## config.mk

```make
export PLATFORM = sky130hd
export DESIGN_NAME = prnd_input_conditioner
export DESIGN_NICKNAME = d
export VERILOG_FILES = /design/src/rtl/prnd_input_conditioner.sv
export SDC_FILE = /design/constraint.sdc
export NUM_CORES = 1
export LEC_CHECK = 0
export CORE_MARGIN = 2
export CORE_UTILIZATION = 45
export CTS_CLUSTER_DIAMETER = 120
export DETAILED_ROUTE_END_ITERATION = 16
export PLACE_DENSITY_LB_ADDON = 0.3
export SYNTH_ARGS = -nofsm -noshare
export SYNTH_HDL_FRONTEND = slang
export SYNTH_SLANG_ARGS = --single-unit
```

## constraint.sdc

```tcl
create_clock -name clk -period 2.49 [get_ports clk]
set_input_delay 0.6225 -clock clk [delete_from_list [all_inputs] [get_ports clk]]
set_output_delay 0.6225 -clock clk [all_outputs]
set_load 0.05 [all_outputs]
```

## src/rtl/prnd_input_conditioner.sv

```systemverilog
// Conditions the raw {P,R,N,D} selector pins into a validated one-hot gear selection.
// Pipeline: 2-FF synchroniser -> per-line debounce -> one-hot validation FSM.
module prnd_input_conditioner #(
    parameter int DEBOUNCE_CYCLES = 16,
    parameter int FAULT_CYCLES    = 64
) (
    input  logic       clk,
    input  logic       reset,
    input  logic [3:0] sw_raw,
    output logic [3:0] sel,
    output logic       sel_chg,
    output logic       fault
);

    localparam int CNT_W  = $clog2(DEBOUNCE_CYCLES);
    localparam int TCNT_W = $clog2(FAULT_CYCLES);
    localparam logic [CNT_W-1:0]  CNT_LAST  = CNT_W'(DEBOUNCE_CYCLES - 1);
    localparam logic [TCNT_W-1:0] TCNT_LAST = TCNT_W'(FAULT_CYCLES - 1);

    typedef enum logic [1:0] {
        S_OK,
        S_TRANSIT,
        S_FAULT
    } state_t;

    logic [3:0]       sync_s1_reg;
    logic [3:0]       sync_s2_reg;
    logic [3:0]       db_reg;
    logic [3:0]       db_next;
    logic [CNT_W-1:0] cnt_reg  [4];
    logic [CNT_W-1:0] cnt_next [4];

    state_t              state_reg, state_next;
    logic [TCNT_W-1:0]   tcnt_reg, tcnt_next;
    logic [3:0]          sel_reg, sel_next;
    logic                sel_chg_reg, sel_chg_next;
    logic                fault_reg, fault_next;

    // Each line flips only after DEBOUNCE_CYCLES consecutive disagreeing samples.
    generate
        for (genvar gi = 0; gi < 4; gi++) begin : g_debounce
            logic mismatch;
            assign mismatch     = (sync_s2_reg[gi] != db_reg[gi]);
            assign cnt_next[gi] = (!mismatch || cnt_reg[gi] == CNT_LAST)
                                  ? '0 : cnt_reg[gi] + CNT_W'(1);
            assign db_next[gi]  = (mismatch && cnt_reg[gi] == CNT_LAST)
                                  ? sync_s2_reg[gi] : db_reg[gi];
        end
    endgenerate

    always_ff @(posedge clk or posedge reset) begin
        if (reset) begin
            sync_s1_reg <= '0;
            sync_s2_reg <= '0;
            db_reg      <= '0;
            for (int i = 0; i < 4; i++) begin
                cnt_reg[i] <= '0;
            end
        end else begin
            sync_s1_reg <= sw_raw;
            sync_s2_reg <= sync_s1_reg;
            db_reg      <= db_next;
            cnt_reg     <= cnt_next;
        end
    end

    logic code_legal;
    logic code_zero;
    assign code_legal = $onehot(db_reg);
    assign code_zero  = (db_reg == 4'b0000);

    always_comb begin
        state_next   = state_reg;
        tcnt_next    = tcnt_reg;
        sel_next     = sel_reg;
        sel_chg_next = 1'b0;

        // A legal code always wins, from any state; re-selecting the held gear is silent.
        if (code_legal) begin
            state_next = S_OK;
            tcnt_next  = '0;
            if (db_reg != sel_reg) begin
                sel_next     = db_reg;
                sel_chg_next = 1'b1;
            end
        end else begin
            case (state_reg)
                S_OK: begin
                    if (code_zero) begin
                        state_next = S_TRANSIT;
                        tcnt_next  = TCNT_W'(1);
                    end else begin
                        state_next = S_FAULT;
                    end
                end
                S_TRANSIT: begin
                    if (!code_zero || tcnt_reg == TCNT_LAST) begin
                        state_next = S_FAULT;
                    end else begin
                        tcnt_next = tcnt_reg + TCNT_W'(1);
                    end
                end
                S_FAULT: begin
                    state_next = S_FAULT;
                end
                default: begin
                    state_next = S_FAULT;
                end
            endcase
        end

        fault_next = (state_next == S_FAULT);
    end

    always_ff @(posedge clk or posedge reset) begin
        if (reset) begin
            state_reg   <= S_OK;
            tcnt_reg    <= '0;
            sel_reg     <= 4'b1000;
            sel_chg_reg <= 1'b0;
            fault_reg   <= 1'b0;
        end else begin
            state_reg   <= state_next;
            tcnt_reg    <= tcnt_next;
            sel_reg     <= sel_next;
            sel_chg_reg <= sel_chg_next;
            fault_reg   <= fault_next;
        end
    end

    assign sel     = sel_reg;
    assign sel_chg = sel_chg_reg;
    assign fault   = fault_reg;

endmodule

```

# == Word-level counts from Yosys, hierarchy flattened ==
# Cells that the tools add are included.
# classes
addsub,8
eq_ne,15
n_mux,14
reduce_logical,19
# op_table
op,n
6-bit two-way mux,3
"4-bit by 1-bit adder with 4-bit output, second input constant",4
"4-bit equality test, second input constant",4
4-bit two-way mux,4
6-bit case mux with 2 select lines,1
"6-bit by 1-bit adder with 6-bit output, second input constant",1
"6-bit equality test, second input constant",1
2-bit two-way mux,3
"3-bit inequality test, second input constant",2
1-bit logical NOT,5
1-bit logical OR,5
1-bit by 1-bit adder with 2-bit output,2
1-bit logical AND,4
4-bit logical NOT,1
1-bit inequality test,4
4-bit inequality test,1
2-bit case mux with 2 select lines,1
2-bit by 2-bit adder with 3-bit output,1
"3-bit by 1-bit equality test with 1-bit output, second input constant",1
3-bit AND reduction,1
3-bit nonzero test,1
"2-bit by 1-bit equality test with 1-bit output, second input constant",1
"2-bit equality test, second input constant",1
2-bit logical NOT,1
other kinds (2),3
# totals
register_bits,42
inputBits,6
output_inout_bits,6
word_cells,71

# == Logic depth before layout (Yosys ltp) ==
# logic_depth
word_depth,7
mapped_depth,8
mapped_depth_nobuf,7

# == Worst setup path after synthesis ==
# Ideal clock, no wire load.
# synth_path
kind,register to register
startpoint,register db_reg[0]
endpoint,register sel_chg_reg (netlist: sel_chg)
setup_ps,67
t_arrival_ps,2470
required_time_ps,2423
path_slack_ps,-48
stages_incl_launch_ff,9
path_buffers,1
synth_period_minus_slack_ps,2538
path_cell_list,dfrtp_1 inv_1 fa_1 inv_1 ha_1 ha_1 nor3b_1 clkbuf_1 o41a_1
# synth_between
elab_chain_cells,4
elab_cells_between_ends,6
classes_between,add/sub: 2; eq/ne: 2; mux: 2
# synth_rtl
item,line,text
from (decl),28,logic [3:0] db_reg;
from (signal assigned),62,db_reg <= db_next;
1-bit by 1-bit adder with 2-bit output (implied by the code),69,assign code_legal = $onehot(db_reg);
2-bit by 2-bit adder with 3-bit output (implied by the code),69,
3-bit by 1-bit equality test with 1-bit output,69,
1-bit two-way mux *,79,if (code_legal) begin
net sel_chg_next,36,"logic sel_chg_reg, sel_chg_next;"
to (signal assigned),126,sel_chg_reg <= sel_chg_next;
to (decl),36,
# Mark *: on every way through the listed nets, which the timed path passes. The rest lies on a longest branch.
# A chain may end at the register's enable or synchronous reset.

# == Worst setup path after layout ==
# layout_path
startpoint,register db_reg[0]
endpoint,register sel_reg[1] (netlist: sel[1])
# layout_between
elab_chain_cells,4
elab_cells_between_ends,5
classes_between,add/sub: 2; eq/ne: 2; reduce/logical: 1
# layout_rtl
item,line,text
1-bit by 1-bit adder with 2-bit output (implied by the code),69,
2-bit by 2-bit adder with 3-bit output (implied by the code),69,
3-bit by 1-bit equality test with 1-bit output,69,
2-bit AND reduction (no source line) *,--,
to (signal assigned),125,sel_reg <= sel_next;
to (decl),35,"logic [3:0] sel_reg, sel_next;"
# Every way passes the cells marked *; elsewhere a longest branch is shown, timed or not.

==> reports/metrics.yaml <==
outcome: "finished, final reports clean"
die_h_um: 67.5
ir_worst_vdd_v: 0.000409
fin_tns_setup_ps: 0
path_cells: "inv_1, fa_1, inv_1, ha_1, ha_1, nor3b_2, mux2_2"
cts_buffer_depth: 2
min_to: "sync_s2_reg[3]$_DFF_PP0_"
place.gp.congestion: 0.789
dp_hpwl_um: 1920
yosys.area_share.simple_pct: 12.9
p_int_mw: 1.12
mostFrequentLayoutCell: "dfrtp_1"
final-max-slew-violation-count: 0
cts_tree: "done"
postRouteAntennaNets: 0
num_rows: 23
yosys-top-cells-area: "dfrtp_1, ha_1, mux2_2, nor2_1, xnor2_1"
start_util_pct: 46.0
dp_cells: 215
layout.nets: 187
yosysWarnings: 0
fin_skew_ps: 9.96
startpoint: "db_reg[0]$_DFFE_PP0P_"
stdcell_count: 223
drive_above_1_share_pct: 16.8
setup_viol: 0
power_frac_clock_pct: 28.5
reg2reg_depth: 7
worst-r2r-setup-slack_ps: 190
syn_inst: 151
post_cts_buffers: 0
synthXorXnorAreaFrac_pct: 7.72
synth_top_area_cell: "dfrtp_1"
drt-pass1-iter-count: 4
cts_max_level: 2
n_antenna_cell: 0
cts_resized: 0
antenna_found_initial: 0
path_delay_family: "adder cells"
synth_compound_area_share_pct: 6.69
synth.mux.area_fraction_pct: 4.97
synth_cell_types: 31
hold_viol: 0
largest_reg_flops: 16
vias: 1084
netlist_area_um2: 1810
grt_pass1_wl_um: 4820
synthAdderAreaFrac_pct: 6.62
power_per_cell_area_nw_per_um2: 746
grt_pass1_vias: 1127
clkLatencyLatePin_ps: 290
wirelength_um: 2710
r2r-start: "db_reg[0]$_DFFE_PP0P_"
leakage_nw: 1.02
tightestPinTransition_ps: 504
grt_max_degree: 43
syn_to_final_growth_pct: 16.3
drtIter0Drc: 100
cp_slowest_cell: "fa_1"
r2r-end: "sel[1]$_DFFE_PP0P_"
end_kind: "flip-flop"
path_clk_slew_ps: 80
n_fill_cell: 321
sw_frac_of_total_pct: 28.6
yosys.area.top_type_share_pct: 56.6
design.core.area_um2: 3940
ys_ff_latch: 42
post_drt_wl_per_cell_um: 12.1
whs_path_depth: 0
cts_root_buf: "clkbuf_8"
via_per_inst: 4.86
fmax_ghz: 0.435
max_stage_delay_ps: 540
syn_area_per_cell_um2: 12.0
layout_common_cells: "dfrtp_1, nor2_1, inv_1, clkdlybuf4s50_1, nand3_1"
rsz0062_at_grt: "no"
drc: 0
die_width_um: 67.5
critPathMaxFanout: 5
grt_overflow_total: 0
ios: 12
cts-buffers-inserted: 5
grt_usage_pct: 14.5
cp.required_ps: 2660
cts_hold_buf: 0
portBuffers: 11
arrival_ps: 2470
fin_crit_ps: 2300
cts.sinks: 42
slew_headroom_pct: 66.4
comb_power_share_pct: 19.4
hold_path_class: "flip-flop to flip-flop"
fin_util_pct: 53.5
seqPwrFrac_pct: 52.1
netSwitchingPower_mw: 0.450
synth_fp_nets: 166
synth_top_family_by_area: "simple AND/OR/NAND/NOR gates"
period_share_pct: 92.3
cp-start-kind: "flip-flop"
path_class: "flip-flop to flip-flop"
post-place-ws_ps: 172
die-area_um2: 4560
setup_slack_ps: 191
ys_seq_area_share_pct: 58.0
crit_buf_inv: 2
cap_violations: 0
hp-start: "sync_s1_reg[3]$_DFF_PP0_"
final cells by class:
type                    count  area (um^2)  share of cell area [%]
inverters                  11         41.3                    1.96
multi-input cells          96          711                    33.7
flip-flops and latches     42         1050                    49.9
clock inverters             2         12.5                   0.593
well taps                  50         62.6                    2.97
repair buffers             16          148                    7.00
clock buffers               6         82.6                    3.91
how the worst max path moves through the flow:
stage	cells past startpoint	end	slack, ps
final	7	sel[1]$_DFFE_PP0P_	190
after global routing	8	sel_chg$_DFF_PP0_	50
after CTS	7	sel[1]$_DFFE_PP0P_	160
after detailed placement	7	sel[2]$_DFFE_PP0P_	170
after global placement	7	sel[1]$_DFFE_PP0P_	240
after floorplan	8	sel_chg$_DFF_PP0_	100
power groups by stage:
stage	clock network, mW	registers, mW	logic [mW]
6_report	0.448	0.819	0.306
5_1_grt	0.488	0.829	0.352
4_1_cts	0.465	0.819	0.310
3_5_place_dp	0	0.833	0.309
3_3_place_gp	0	0.827	0.290
2_1_floorplan	0	0.832	0.240
worst register-to-register path, stage by stage (launching register included):
cell	delay (ps)
dfrtp_1	340
inv_1	70
fa_1	540
inv_1	40
ha_1	170
ha_1	280
nor3b_2	360
mux2_2	380
metal layers:
layer | global-route usage, % | vias up | share of wire, %
met3 | 5.17 | 4 | 2.8
met5 | 0 | - | 0
met1 | 16.9 | 523 | 45
met4 | 7.40 | 0 | 1.8
li1 | - | 545 | -
met2 | 23.4 | 12 | 50
synthesized netlist by cell type:
cell type and count:
nand3b_1 1, or3_1 1, inv_1 11, a21oi_1 3, a211oi_1 1, o21bai_4 1, dfstp_2 1, xnor2_1 8
clkbuf_1 1, dfrtp_1 41, a31oi_1 1, nand2b_1 3, nand3_1 10, buf_6 1, and3_1 1, o41a_1 1
nor2_1 23, nor3_1 1, nor2b_1 4, ha_1 8, xor2_1 8, a41oi_1 1, fa_1 1, nor3b_1 1
a21oi_2 1, a211oi_2 1, mux2_2 8, or4b_4 1, o21ai_0 3, nand2_1 2, a31o_2 2
stage by stage:
step	hold slack, ps	power, mW	area (um^2)
after floorplan	331	1.07	1820
after global placement	333	1.12	2010
after detailed placement	340	1.14	2010
after CTS	354	1.59	2110
after global routing	360	1.67	2110
final	347	1.57	2110
cell families (layout without fill, tap and decap cells):
kind of cell	count (synthesis)	in the layout
AOI/OAI and AO/OA	15	15
xor gates and xnor gates	16	16
adders and majority gates	9	9
buffers and inverters	13	35
DFF	42	42
muxes	8	8
and+or+nand+nor	48	48
(Power assumes the default switching activity.)
